$ cat config.mk
export PLATFORM = sky130hd
export DESIGN_NAME = button_event_unit
export DESIGN_NICKNAME = d
export VERILOG_FILES = /design/src/rtl/button_event_unit.sv
export SDC_FILE = /design/constraint.sdc
export NUM_CORES = 1
export LEC_CHECK = 0
export ABC_AREA = 1
export BUFFER_PORTS_ARGS = -buffer_cell sky130_fd_sc_hd__buf_4
export CORE_MARGIN = 4
export CORE_UTILIZATION = 60
export CTS_BUF_LIST = sky130_fd_sc_hd__clkbuf_4
export DETAILED_ROUTE_END_ITERATION = 10
export PLACE_DENSITY = 0.85
export SKIP_LAST_GASP = 1
export SLEW_MARGIN = 20
export SYNTH_ARGS = -nofsm -noshare
export SYNTH_HDL_FRONTEND = slang
export SYNTH_SLANG_ARGS = --single-unit
$ cat constraint.sdc
create_clock -name clk_100_i -period 3.2 [get_ports clk_100_i]
set_input_delay 0 -clock clk_100_i [delete_from_list [all_inputs] [get_ports clk_100_i]]
set_output_delay 0 -clock clk_100_i [all_outputs]
set_load 0.005 [all_outputs]
$ cat src/rtl/button_event_unit.sv
// Per-channel button front end: 2-flop synchronizer, debouncer, and a press/long-press FSM.
// Every event output is registered and gated by that channel's enable, sampled on the event edge.
module button_event_unit #(
  parameter int N_BTN           = 2,
  parameter int DEBOUNCE_CYCLES = 1000000,
  parameter int LONG_CYCLES     = 100000000
) (
  input  logic             clk_100_i,
  input  logic             s_rst_i,
  input  logic [N_BTN-1:0] buttons_i,
  input  logic [N_BTN-1:0] enable_i,
  output logic [N_BTN-1:0] held_o,
  output logic [N_BTN-1:0] press_o,
  output logic [N_BTN-1:0] release_o,
  output logic [N_BTN-1:0] click_o,
  output logic [N_BTN-1:0] long_press_o
);
  localparam int DW = $clog2(DEBOUNCE_CYCLES + 1);
  localparam int LW = $clog2(LONG_CYCLES + 1);
  localparam logic [DW-1:0] DEB_LAST  = DW'(DEBOUNCE_CYCLES - 1);
  localparam logic [LW-1:0] LONG_LAST = LW'(LONG_CYCLES - 1);

  typedef enum logic [1:0] {
    RELEASED  = 2'd0,
    PRESSED   = 2'd1,
    LONG_HELD = 2'd2
  } state_e;

  for (genvar i = 0; i < N_BTN; i++) begin : g_ch
    logic          s1_q, s2_q;
    logic          deb_q, deb_d;
    logic [DW-1:0] dcnt_q, dcnt_d;
    logic [LW-1:0] hold_q;
    state_e        state_q;
    logic          held_q, press_q, release_q, click_q, long_q;
    logic          rise, fall;

    always_comb begin
      deb_d  = deb_q;
      dcnt_d = '0;
      if (s2_q != deb_q) begin
        if (dcnt_q == DEB_LAST) begin
          deb_d = ~deb_q;
        end else begin
          dcnt_d = dcnt_q + DW'(1);
        end
      end else begin
        dcnt_d = '0;
      end
    end

    // The debounced level is re-registered into held_q, so edges are seen one cycle later
    // as a mismatch between the two; this gives registered held/press/release on one edge.
    assign rise = deb_q & ~held_q;
    assign fall = ~deb_q & held_q;

    always_ff @(posedge clk_100_i) begin
      if (s_rst_i) begin
        s1_q      <= 1'b0;
        s2_q      <= 1'b0;
        deb_q     <= 1'b0;
        dcnt_q    <= '0;
        hold_q    <= '0;
        state_q   <= RELEASED;
        held_q    <= 1'b0;
        press_q   <= 1'b0;
        release_q <= 1'b0;
        click_q   <= 1'b0;
        long_q    <= 1'b0;
      end else begin
        s1_q      <= buttons_i[i];
        s2_q      <= s1_q;
        deb_q     <= deb_d;
        dcnt_q    <= dcnt_d;
        held_q    <= deb_q;
        press_q   <= rise & enable_i[i];
        release_q <= fall & enable_i[i];
        click_q   <= 1'b0;
        long_q    <= 1'b0;
        case (state_q)
          RELEASED: begin
            if (rise) begin
              state_q <= PRESSED;
              hold_q  <= '0;
            end
          end
          PRESSED: begin
            // A release on the same edge as the long threshold counts as a click.
            if (fall) begin
              state_q <= RELEASED;
              click_q <= enable_i[i];
            end else if (hold_q == LONG_LAST) begin
              state_q <= LONG_HELD;
              long_q  <= enable_i[i];
            end else begin
              hold_q <= hold_q + LW'(1);
            end
          end
          LONG_HELD: begin
            if (fall) begin
              state_q <= RELEASED;
            end
          end
          default: state_q <= RELEASED;
        endcase
      end
    end

    assign held_o[i]       = held_q;
    assign press_o[i]      = press_q;
    assign release_o[i]    = release_q;
    assign click_o[i]      = click_q;
    assign long_press_o[i] = long_q;
  end
endmodule

# == Word-level counts from Yosys, hierarchy flattened ==
# Cells that the tools add are included.
# word_totals
ff_bits,114
inputBits,6
output_inout_bits,10
wordCells,100
# classes
n_addsub,4
n_eq_ne,20
n_mux,18
bitwise_logic,20
n_reduce_logical,16
# ops
operator,n
2-to-1 mux 27 bit,6
case mux 27 bit (2 select lines),2
"adder 27 x 1 -> 27 bit, second input constant",2
"== test 27 bit, second input constant",2
"adder 20 x 1 -> 20 bit, second input constant",2
"== test 20 bit, second input constant",2
2-to-1 mux 2 bit,8
"inequality test 2 bit, second input constant",8
NOT 1 bit,12
case mux 2 bit (3 select lines),2
OR reduction 3 bit,4
AND 1 bit,8
AND reduction 4 bit,2
OR reduction 4 bit,2
"inequality test 3 bit, second input constant",2
AND reduction 3 bit,2
"== test 2 x 1 -> 1 bit, second input constant",2
"== test 2 bit, second input constant",2
logical NOT 2 bit,2
AND reduction 2 bit,2
nonzero test 2 bit,2
inequality test 1 bit,2

# == Depth between registers and ports, before layout ==
# depth
word_depth,4
mapped_depth,12
mapped_depth_nobuf,11

# == Worst setup path before layout ==
# OpenSTA, ideal clock, no wires.
# synth_timing
path_type,reg2reg
from,register g_ch[1].hold_q[0]
to,register g_ch[1].hold_q[3]
setup_ps,115
arrival_ps,1519
required_ps,3085
setup_slack_ps,1566
path_stages_with_launch,11
path_buffers,1
path_cell_list,dfxtp_1 > ha_1 > inv_2 > nor2_4 > nand2_2 > nor2_4 > nand3_4 > nand2_4 > buf_6 > nor2_1 > o21a_1
# synth_via
elab_chain_cells,4
# synth_rtl
element,line,source
"start, declared",33,logic [LW-1:0] hold_q;
"start signal, assigned",96,hold_q <= hold_q + LW'(1);
adder 27 x 1 -> 27 bit,96,
2-to-1 mux 27 bit,92,end else if (hold_q == LONG_LAST) begin
2-to-1 mux 27 bit,89,if (fall) begin
case mux 27 bit (2 select lines),80,case (state_q)
# Several ways; a longest one is shown, not always the timed one. The select of a mux whose other input is x is not followed.
# A chain may end at the register's enable or synchronous reset.

# == Worst setup path in the final report ==
# layout_timing
from,register g_ch[0].hold_q[0]
to,register g_ch[0].hold_q[7]
# layout_via
elab_chain_cells,4
# layout_rtl
element,line
"start, declared",33
"start signal, assigned",96
adder 27 x 1 -> 27 bit,96
2-to-1 mux 27 bit,92
2-to-1 mux 27 bit,89
case mux 27 bit (2 select lines),80
# Several ways; a longest one is shown, not always the timed one. The select of a mux whose other input is x is not followed.

==> qor.yml <==
pwr:
  seqPwrFrac_pct: 52.2
  power.switching_mw: 0.5740
  p_per_area_nw_per_um2: 405.5
  power.share.switching_pct: 21.05
  p_int_mw: 2.153
  p_leak_nw: 2.565
  p_comb_share_pct: 1.8
  ir_drop_uv: 432.2
  pwr-share-clk_pct: 46.0
clocking:
  cts_buffers: 17
  clkTransAtPathRegs_ns: 0.10
  htree_levels: 4
  cts-root-buf: "clkbuf_4"
  postCtsHoldBufs: 7
  cts_tree: "done"
  postCtsSetupBuffers: 0
  clock_sinks: 114
  cts_resized: 0
  clk_path_buf_depth: 2
  clkLatencyLatePin_ns: 0.53
sta:
  worst_pin_slew_ns: 0.6932
  rsz0062_at_grt: "false"
  period_share_pct: 61.97
  setup_viol: 0
  worst_slack_ns: 1.217
  finalHoldViolCount: 0
  period_needed_ns: 1.983
  slew_headroom_pct: 53.79
  tns_ns: 0
  timing.fmax_mhz: 504.3
  maxSlewViolCount: 0
  clock_skew_ns: 0.01362
logic_synthesis:
  synthMuxAreaShare_pct: 0
  synth-edff-count: 0
  synth_top_family_by_area: "simple AND/OR/NAND/NOR gates"
  ys.flop_type: "dfxtp_1"
  synthXorXnorAreaFrac_pct: 4.932
  ys_ff_latch: 114
  synth_seq_area_share_pct: 36.71
  syn_area_um2: 6216
  synth_fa_ha_area_share_pct: 0.8052
  synth_compound_area_share_pct: 8.031
  synth_cell_type_count: 40
  yosys.area_share.simple_pct: 38.73
  avgSynthCellArea_um2: 6.662
  syn_inst: 933
  yosysWarnings: 0
  async_reset_ff_share_pct: 0
  syn-num-nets: 943
drt:
  vias: 5729
  dr.pass1.iters: 7
  antenna_left: 0
  avgViaCountPerCell: 5.218
  drtIter0Drc: 351
  post-route-drc-count: 0
  drt-total-wl_um: 13690
  wire_per_inst_um: 12.46
setup_path:
  cp-start-kind: "flop"
  max_stage_delay_ns: 0.38
  critPathBufInv: 1
  end_kind: "flop"
  worst-path-max-fanout: 21
  cp_slowest_cell: "dfxtp_1"
  path_delay_family: "simple AND/OR/NAND/NOR gates"
  crit_path_cell_trace: "ha_1 -> nand2_1 -> nor2_2 -> nand2_2 -> nor2_4 -> nand3_4 -> nand2_4 -> nand2_4 -> inv_2 -> nand2_1 -> o21ai_1"
  cp.required_ns: 3.66
  arrival_ns: 2.44
  criticalPathCategory: "flop to flop"
finish:
  post_route_cells_drive_above_1_share_pct: 9.016
  nets: 962
  area_growth_syn_to_layout_pct: 8.213
  n_fill_cell: 868
  diodes: 0
placement:
  finalWeightedCongestion: 0.9355
  dp_slack_ns: 1.256
  port_buffers: 15
  dp_hpwl_um: 9508
floorplan:
  die_x_um: 109.8
  num_rows: 36
  start_util_pct: 62.73
  die_h_um: 109.8
  io_pins: 16
  dieArea_um2: 12050
  coreArea_um2: 9910
grt:
  grt_first_pass_wirelength_um: 23400
  grt_max_degree: 34
  overflow: 0
  antenna_found_initial: 0
  grt_pass1_vias: 5364
  track_usage_pct: 24.14
flow_run:
  max_cap_violations: 0
hold_path:
  hp-class: "primary input to flop"
run_status:
  outcome: "finished, final reports clean"
## sequential cells by signal (all words and copies together), names as in the netlist
register	flops
g_ch.deb_q	2
g_ch.dcnt_q	40
g_ch.s1_q	2
g_ch.hold_q	54
g_ch.held_q	2
g_ch.long_q	2
g_ch.release_q	2
g_ch.press_q	2
g_ch.s2_q	2
g_ch.click_q	2
g_ch.state_q	4
## area by class of cell
| class | instances | area (um2) | area share, % |
|---|---|---|---|
| multi-input combinational | 669 | 3263 | 48.51 |
| sequential | 114 | 2282 | 33.93 |
| inverter | 125 | 471.7 | 7.013 |
| timing repair buffer | 25 | 205.2 | 3.051 |
| clock inverter | 12 | 187.7 | 2.790 |
| tap | 133 | 166.4 | 2.474 |
| clock buffer | 20 | 150.1 | 2.232 |
## worst min-delay path: cells and delay by family
kind / cells / cell delay [ns]
buffers and inverters: 2 / 0.64
AND/OR/NAND/NOR: 2 / 0.22
## power groups by stage
stage	registers [mW]	logic [mW]	clock network (mW)
finish	1.42	0.0492	1.26
global route	1.42	0.0541	1.34
floorplan	1.45	0.0261	0
global placement	1.46	0.0398	0
detailed placement	1.46	0.0408	0
CTS	1.42	0.0475	1.27
## placed cells by master, fill, tap and decap left out, drive strengths merged
| cell | count |
|---|---|
| nand2 | 250 |
| nor2 | 159 |
| inv | 124 |
| dfxtp | 114 |
| nand3 | 63 |
| nor3 | 41 |
| a21oi | 38 |
| o21ai | 37 |
| xor2 | 27 |
| nand4 | 21 |
| clkbuf | 20 |
| buf | 18 |
| xnor2 | 8 |
| dlygate4sd3 | 7 |
| clkinv | 7 |
| bufinv | 5 |
| o21bai | 4 |
| nand3b | 4 |
| ha | 4 |
| or2 | 3 |
| o31ai | 3 |
| nor3b | 2 |
| o21a | 2 |
| and2 | 1 |
| o211ai | 1 |
| a31oi | 1 |
| clkinvlp | 1 |
## synth_stat cells, types with 5 or more instances
cell       n  area share, %
dfxtp_1  114             37
buf_4     11            1.3
xnor2_1    8            1.1
nand2_1  241             15
nor2_2     8           0.81
nand4_1   21            2.1
inv_1    119            7.2
nor2_1   145            8.8
nand3_1   61            4.9
xor2_1    27            3.8
a21oi_1   34            2.7
o21ai_1   13            1.0
nand2_2    6           0.60
buf_2      5           0.40
o21ai_0   24            1.9
nor3_1    40            3.2
## layer usage
metal,track usage (%),vias to the layer above,wire [um]
li1,-,2978,-
met1,30.17,2549,6130
met2,40.21,169,6435
met3,5.578,33,831
met4,9.350,0,288
met5,0,-,0
## path summary, 6_finish.rpt
kind	end	slack [ns]	from	cells past startpoint
min reg2reg	g_ch[0].s2_q$_SDFF_PP0_	0.41	g_ch[0].s1_q$_SDFF_PP0_	2
max reg2reg	g_ch[0].hold_q[7]$_SDFFE_PP0P_	1.22	g_ch[0].hold_q[0]$_SDFFE_PP0P_	11
min	g_ch[0].press_q$_SDFF_PP0_	0.38	enable_i[0]	4
max	g_ch[0].hold_q[7]$_SDFFE_PP0P_	1.22	g_ch[0].hold_q[0]$_SDFFE_PP0P_	11
## kinds of logic after synthesis
logic type,count (synthesis)
flops,114
fa+ha+maj,4
xor+xnor,35
buf+inv,150
simple gates,544
compound gates,86
## per-stage QoR
step | instance area (um2) | hold WS [ns] | power [mW] | instances | utilization [%]
detailed placement | 6319 | 0.2128 | 1.496 | 1059 | 63.76
global route | 6726 | 0.3991 | 2.816 | 1098 | 67.88
floorplan | 6216 | 0.1070 | 1.481 | 933 | -
CTS | 6726 | 0.3440 | 2.740 | 1098 | 67.88
global placement | 6319 | 0.2003 | 1.495 | 1059 | 63.76
finish | 6726 | 0.3812 | 2.727 | 1098 | 67.88
Power figures use the tool's default switching activity.
